<file path="src/rtl/axis_merger_rr_2_if.sv">
// Handshake bundle for the two-input round-robin AXI-Stream merger.
// The slave view belongs to the merger; the master view drives it.
interface axis_merger_rr_2_if #(
  parameter int DATA_WIDTH = 16
);
  logic                  input_0_valid;
  logic [DATA_WIDTH-1:0] input_0_data;
  logic                  input_0_last;
  logic                  input_0_ready;
  logic                  input_1_valid;
  logic [DATA_WIDTH-1:0] input_1_data;
  logic                  input_1_last;
  logic                  input_1_ready;
  logic                  output_valid;
  logic [DATA_WIDTH-1:0] output_data;
  logic                  output_last;
  logic                  output_source;
  logic                  output_ready;

  modport slave (
    input  input_0_valid, input_0_data, input_0_last,
    output input_0_ready,
    input  input_1_valid, input_1_data, input_1_last,
    output input_1_ready,
    output output_valid, output_data, output_last, output_source,
    input  output_ready
  );

  modport master (
    output input_0_valid, input_0_data, input_0_last,
    input  input_0_ready,
    output input_1_valid, input_1_data, input_1_last,
    input  input_1_ready,
    input  output_valid, output_data, output_last, output_source,
    output output_ready
  );
endinterface

</file>
<file path="src/rtl/axis_merger_rr_2.sv">
// Two-input round-robin AXI-Stream merger with packet-aware grant locking
// and a single registered output stage.
module axis_merger_rr_2 #(
  parameter int DATA_WIDTH  = 16,
  parameter int PACKET_MODE = 1,
  parameter int START_WITH  = 0
) (
  input logic              clk,
  input logic              rst,
  axis_merger_rr_2_if.slave bus
);

  localparam logic [1:0] IDLE   = 2'd0;
  localparam logic [1:0] LOCK_0 = 2'd1;
  localparam logic [1:0] LOCK_1 = 2'd2;

  logic [1:0]            state_reg, state_next;
  logic                  ptr_reg, ptr_next;

  logic [1:0]            in_valid;
  logic [1:0]            in_last;
  logic [1:0]            in_ready;
  logic [DATA_WIDTH-1:0] in_data [2];

  logic                  grant_valid;
  logic                  grant_idx;
  logic                  slot_free;
  logic                  accept;
  logic                  sel_last;
  logic [DATA_WIDTH-1:0] sel_data;

  logic                  out_valid_reg;
  logic [DATA_WIDTH-1:0] out_data_reg;
  logic                  out_last_reg;
  logic                  out_source_reg;

  // Gather both inputs into indexable form so the grant can select by index.
  assign in_valid[0] = bus.input_0_valid;
  assign in_valid[1] = bus.input_1_valid;
  assign in_last[0]  = bus.input_0_last;
  assign in_last[1]  = bus.input_1_last;
  assign in_data[0]  = bus.input_0_data;
  assign in_data[1]  = bus.input_1_data;

  assign bus.input_0_ready = in_ready[0];
  assign bus.input_1_ready = in_ready[1];

  // The output register can take a beat when it is empty or draining this cycle.
  assign slot_free = !out_valid_reg || bus.output_ready;

  // Grant selection: locked states ignore the other input; IDLE uses the pointer on contention.
  always_comb begin
    grant_valid = 1'b0;
    grant_idx   = 1'b0;
    case (state_reg)
      LOCK_0: begin
        grant_valid = 1'b1;
        grant_idx   = 1'b0;
      end
      LOCK_1: begin
        grant_valid = 1'b1;
        grant_idx   = 1'b1;
      end
      default: begin
        if (in_valid[0] && in_valid[1]) begin
          grant_valid = 1'b1;
          grant_idx   = ptr_reg;
        end else if (in_valid[0]) begin
          grant_valid = 1'b1;
          grant_idx   = 1'b0;
        end else if (in_valid[1]) begin
          grant_valid = 1'b1;
          grant_idx   = 1'b1;
        end
      end
    endcase
  end

  // Ready depends on grant state, never on the granted input's own valid in lock states.
  for (genvar gi = 0; gi < 2; gi++) begin : g_ready
    assign in_ready[gi] = grant_valid && (grant_idx == 1'(gi)) && slot_free && !rst;
  end

  assign accept   = in_valid[grant_idx] && in_ready[grant_idx];
  assign sel_data = in_data[grant_idx];
  assign sel_last = in_last[grant_idx];

  // Arbitration FSM: lock onto a packet until its last beat, then hand priority over.
  always_comb begin
    state_next = state_reg;
    ptr_next   = ptr_reg;
    if (state_reg != IDLE && state_reg != LOCK_0 && state_reg != LOCK_1) begin
      state_next = IDLE;
    end
    if (accept) begin
      if (sel_last || (PACKET_MODE == 0)) begin
        state_next = IDLE;
        ptr_next   = !grant_idx;
      end else begin
        state_next = grant_idx ? LOCK_1 : LOCK_0;
      end
    end
  end

  // Arbiter state registers.
  always_ff @(posedge clk) begin
    if (rst) begin
      state_reg <= IDLE;
      ptr_reg   <= 1'(START_WITH);
    end else begin
      state_reg <= state_next;
      ptr_reg   <= ptr_next;
    end
  end

  // Output stage: load on accept, empty when drained with nothing new, hold while stalled.
  always_ff @(posedge clk) begin
    if (rst) begin
      out_valid_reg  <= 1'b0;
      out_data_reg   <= '0;
      out_last_reg   <= 1'b0;
      out_source_reg <= 1'b0;
    end else if (accept) begin
      out_valid_reg  <= 1'b1;
      out_data_reg   <= sel_data;
      out_last_reg   <= sel_last;
      out_source_reg <= grant_idx;
    end else if (bus.output_ready) begin
      out_valid_reg  <= 1'b0;
    end
  end

  assign bus.output_valid  = out_valid_reg;
  assign bus.output_data   = out_data_reg;
  assign bus.output_last   = out_last_reg;
  assign bus.output_source = out_source_reg;

endmodule

</file>
<file path="src/flat_wrapper.sv">
// flat-port wrapper written by rule: the top's interface ports become plain ports
module axis_merger_rr_2_flat 
#(
  parameter int DATA_WIDTH  = 16,
  parameter int PACKET_MODE = 1,
  parameter int START_WITH  = 0
)
  (clk, rst, bus_input_0_valid, bus_input_0_data, bus_input_0_last, bus_input_0_ready, bus_input_1_valid, bus_input_1_data, bus_input_1_last, bus_input_1_ready, bus_output_valid, bus_output_data, bus_output_last, bus_output_source, bus_output_ready);
  axis_merger_rr_2_if #(.DATA_WIDTH(DATA_WIDTH)) bus_i ();
  input logic clk;
  input logic rst;
  input wire logic [$bits(bus_i.input_0_valid)-1:0] bus_input_0_valid;
  input wire logic [$bits(bus_i.input_0_data)-1:0] bus_input_0_data;
  input wire logic [$bits(bus_i.input_0_last)-1:0] bus_input_0_last;
  output wire logic [$bits(bus_i.input_0_ready)-1:0] bus_input_0_ready;
  input wire logic [$bits(bus_i.input_1_valid)-1:0] bus_input_1_valid;
  input wire logic [$bits(bus_i.input_1_data)-1:0] bus_input_1_data;
  input wire logic [$bits(bus_i.input_1_last)-1:0] bus_input_1_last;
  output wire logic [$bits(bus_i.input_1_ready)-1:0] bus_input_1_ready;
  output wire logic [$bits(bus_i.output_valid)-1:0] bus_output_valid;
  output wire logic [$bits(bus_i.output_data)-1:0] bus_output_data;
  output wire logic [$bits(bus_i.output_last)-1:0] bus_output_last;
  output wire logic [$bits(bus_i.output_source)-1:0] bus_output_source;
  input wire logic [$bits(bus_i.output_ready)-1:0] bus_output_ready;
  assign bus_i.input_0_valid = bus_input_0_valid;
  assign bus_i.input_0_data = bus_input_0_data;
  assign bus_i.input_0_last = bus_input_0_last;
  assign bus_input_0_ready = bus_i.input_0_ready;
  assign bus_i.input_1_valid = bus_input_1_valid;
  assign bus_i.input_1_data = bus_input_1_data;
  assign bus_i.input_1_last = bus_input_1_last;
  assign bus_input_1_ready = bus_i.input_1_ready;
  assign bus_output_valid = bus_i.output_valid;
  assign bus_output_data = bus_i.output_data;
  assign bus_output_last = bus_i.output_last;
  assign bus_output_source = bus_i.output_source;
  assign bus_i.output_ready = bus_output_ready;
  axis_merger_rr_2 #(.DATA_WIDTH(DATA_WIDTH), .PACKET_MODE(PACKET_MODE), .START_WITH(START_WITH)) u_core (.clk(clk), .rst(rst), .bus(bus_i));
endmodule
</file>
<file path="config.mk">
export PLATFORM = sky130hd
export DESIGN_NAME = axis_merger_rr_2_flat
export DESIGN_NICKNAME = d
export VERILOG_FILES = /design/src/rtl/axis_merger_rr_2_if.sv /design/src/rtl/axis_merger_rr_2.sv /design/src/flat_wrapper.sv
export SDC_FILE = /design/constraint.sdc
export NUM_CORES = 1
export LEC_CHECK = 0
export CELL_PAD_IN_SITES_DETAIL_PLACEMENT = 1
export CELL_PAD_IN_SITES_GLOBAL_PLACEMENT = 2
export CORE_ASPECT_RATIO = 0.8
export CORE_UTILIZATION = 21
export DETAILED_ROUTE_END_ITERATION = 8
export PLACE_DENSITY = 0.76
export REMOVE_ABC_BUFFERS = 1
export SYNTH_ARGS = -nofsm -noshare
export SYNTH_HDL_FRONTEND = slang
export SYNTH_SLANG_ARGS = --single-unit
</file>
<file path="constraint.sdc">
create_clock -name clk -period 2.28 [get_ports clk]
set_input_delay 0.456 -clock clk [delete_from_list [all_inputs] [get_ports clk]]
set_output_delay 0.456 -clock clk [all_outputs]
set_load 0.005 [all_outputs]
</file>
==> results.md <==
### Timing
- 0 — final count of negative-setup-slack endpoints
- 68.6% — worst rel slew slack
- 98.9% — ratio of final minimum period to clock period
- 0.468 ns — Tightest Pin Transition
- 0 — Final Hold Viols
- 2.26 ns — final worst path period need
- 0 ns — Sum Neg Setup Slack
- 0 — Max Transition Viols Final
- 443 MHz — maximum frequency from static timing analysis
- 0.00953 ns — Worst Skew

### Power
- 223 uV — peak ir drop on the vdd network
- 0.780 nW — Leak
- 1.03 mW — total power
- 534 nW/um2 — power density over the cells

### Synthesis
- dfxtp_1 39%, mux2i_1 15%, a211oi_1 13%, a21oi_1 9.4%, ha_1 3.3% — Area contributors post-synth
- 39.3% — post-synthesis sequential area ratio
- 117 — post-synthesis instance total
- 22 — register bit count reported by yosys
- 9.58 um2 — Post-Synthesis Mean Instance Area
- 1120 um2 — Post-Synthesis Cell Area
- 0 — total of warnings raised by yosys
- 23 — number of distinct library cells after synthesis
- dfxtp_1 — Synth area leader
- 39.3% — Synth top area share

### Global route
- 6220 um — wire length of the first global-routing pass
- 1,282 — vias in the first global route
- 0 — global route total overflow
- 24 — largest net degree at the start of global routing
- 13.9% — total routing usage reported by global routing
- 0 — antenna violations before repair

### Routing
- 30 — First DRT Iteration DRCs
- 3760 um — sum of routed wire length over all layers
- 15.1 um — average routed wire per standard cell
- 1,193 — vias after detailed routing
- 0 — Post-DRT Antenna Nets
- 4.79 — number of vias per cell
- 4 — Pre-Repair DR Iteration Count
- 0 — post-route DRC violation count

### Setup path
- bus_input_0_valid — critical path launch point
- clkdlybuf4s50_1, nor2_1, a211o_1, a311oi_2, clkbuf_2 — sequence of cells on the critical path
- in -> out — worst setup path class
- 1.80 ns — Crit path arrival time
- output pin — Critical Path End Type
- u_core.state_reg[0] — Worst R2R Start
- input pin — type of element launching the critical path
- 2 — Max FO, Critical Path
- 0.48 ns — Crit path largest cell delay
- 1.82 ns — Crit path required time
- clkdlybuf4s50_1 — Max stage delay cell, worst path

### Clock network
- 22 — clk sink count
- 0.07 ns — clock slew at reported path FFs
- 2 — maximum count of clock buffers along a single path
- 3 — CTS buffer count
- 0.26 ns — clock network latency to the later pin of the worst-skew pair
- 1 — count of H-tree levels built during CTS
- 0 — CTS Hold Buffers Added
- done — CTS tree
- clkbuf_8 — clock tree root buffer cell

### Place
- 1880 um2 — placed cell areas
- 0.707 — RD Place Congestion
- 2820 um — detailed-placement wirelength estimate
- 59 — total of buffers placed on input and output ports

### Final layout
- 589 — number of filler instances in the final layout
- 440 um2 — area taken by flip-flops and latches
- 231 — net total in the final layout
- clkdlybuf4s50_1 — most common library cell in the layout ignoring fill and taps
- 652 um2 — area occupied by multi-input gates
- 16.0% — layout cells sized above 1
- 0 — n_diodes
- 16 — max reg flops
- 38.1% — share of the core filled with cells
- 57 x clkdlybuf4s50_1, 22 x dfxtp_1, 21 x a21oi_1 — leading cell types in the layout, fill and taps excluded
- 72.2% — area added between synthesis and finish
- 1930 um2 — area of all placed cells without fillers

### Outcome
- completed — result of the run

### Die
- 22.1% — Starting Density
- 5640 um2 — DIE AREA
- 5060 um2 — Core Area
- 23 — number of rows in the core area
- 67.4 um — chip height
- 60 — number of I/O pins
- 83.7 um — Chip Width

### Worst hold path
- u_core.bus.output_data[2] — startpoint of the most critical hold path
- reg -> reg — class of the most critical hold timing path

### Flow run
- 0 — number of max-capacitance violations reported

logic make-up (layout without fill, tap and decap cells):
family / after synthesis / count (layout) / synth area share [%]
AOI/OAI and AO/OA: 51 / 51 / 29.7
adders and majority gates: 3 / 3 / 3.35
buffers and inverters: 11 / 81 / 5.13
DFF: 22 / 22 / 39.3
muxes: 18 / 18 / 16.2
and+or+nand+nor: 12 / 12 / 6.36
cells in the mapped netlist:
| cell type | n |
|---|---|
| inv_1 | 1 |
| dfxtp_1 | 22 |
| buf_6 | 1 |
| nor2b_1 | 4 |
| o21ai_0 | 1 |
| nand2b_1 | 1 |
| buf_2 | 4 |
| a211o_1 | 3 |
| ha_1 | 3 |
| a311oi_1 | 2 |
| o21bai_1 | 1 |
| a211oi_1 | 20 |
| nor3b_1 | 1 |
| or4_1 | 2 |
| clkbuf_1 | 4 |
| a31o_2 | 1 |
| a21oi_1 | 21 |
| mux2_2 | 1 |
| a31oi_1 | 2 |
| nor2_1 | 3 |
| mux2i_1 | 17 |
| nor2_2 | 1 |
| buf_4 | 1 |
worst paths after layout:
| check | cells past startpoint | to | slack (ns) |
|---|---|---|---|
| hold / removal | 2 | u_core.bus.output_data[2] | 0.52 |
| setup / recovery | 5 | bus_input_0_ready | 0.02 |
| hold reg to reg | 2 | u_core.bus.output_data[2] | 0.52 |
| setup reg to reg | 8 | u_core.state_reg[1] | 0.19 |
report_power, final:
group	internal (mW)	switching, mW
Clock	0.118	0.122
Combinational	0.208	0.140
Sequential	0.422	0.0204
per-layer routing:
| metal | global-route usage, % | share of wire [%] |
|---|---|---|
| met1 | 15.8 | 43 |
| met2 | 25.8 | 49 |
| met3 | 4.28 | 7.0 |
| met4 | 3.18 | 0.72 |
| met5 | 0 | 0 |
through the flow:
step                hold slack [ns]  setup WS (ns)  std cells
finish                        0.521         0.0245        249
global route                  0.559        -0.0215        249
CTS                           0.529       -0.00337        248
detailed placement            0.518         -0.352        245
global placement              0.504         -0.292        245
floorplan                     0.504         -0.522        107
critical path, delay by kind of cell:
kind                   cells  cell delay (ns)
AOI/OAI and AO/OA          2             0.62
buffers and inverters      2             0.66
and+or+nand+nor            1             0.07
repair_timing:
item	4_1_cts	5_1_grt
gates cloned	0	0
pin swaps	0	1
setup buffers	0	1
endpoints found under the setup margin	2	2
resized for setup	5	3
final cells by class:
type | count | area share, %
Clock buffer | 3 | 2.14
Multi-Input combinational cell | 84 | 33.8
Tap cell | 62 | 4.02
Sequential cell | 22 | 22.8
Inverter | 1 | 0.194
Timing Repair Buffer | 77 | 37.1
Note: power is estimated with default switching activity, not from simulation.
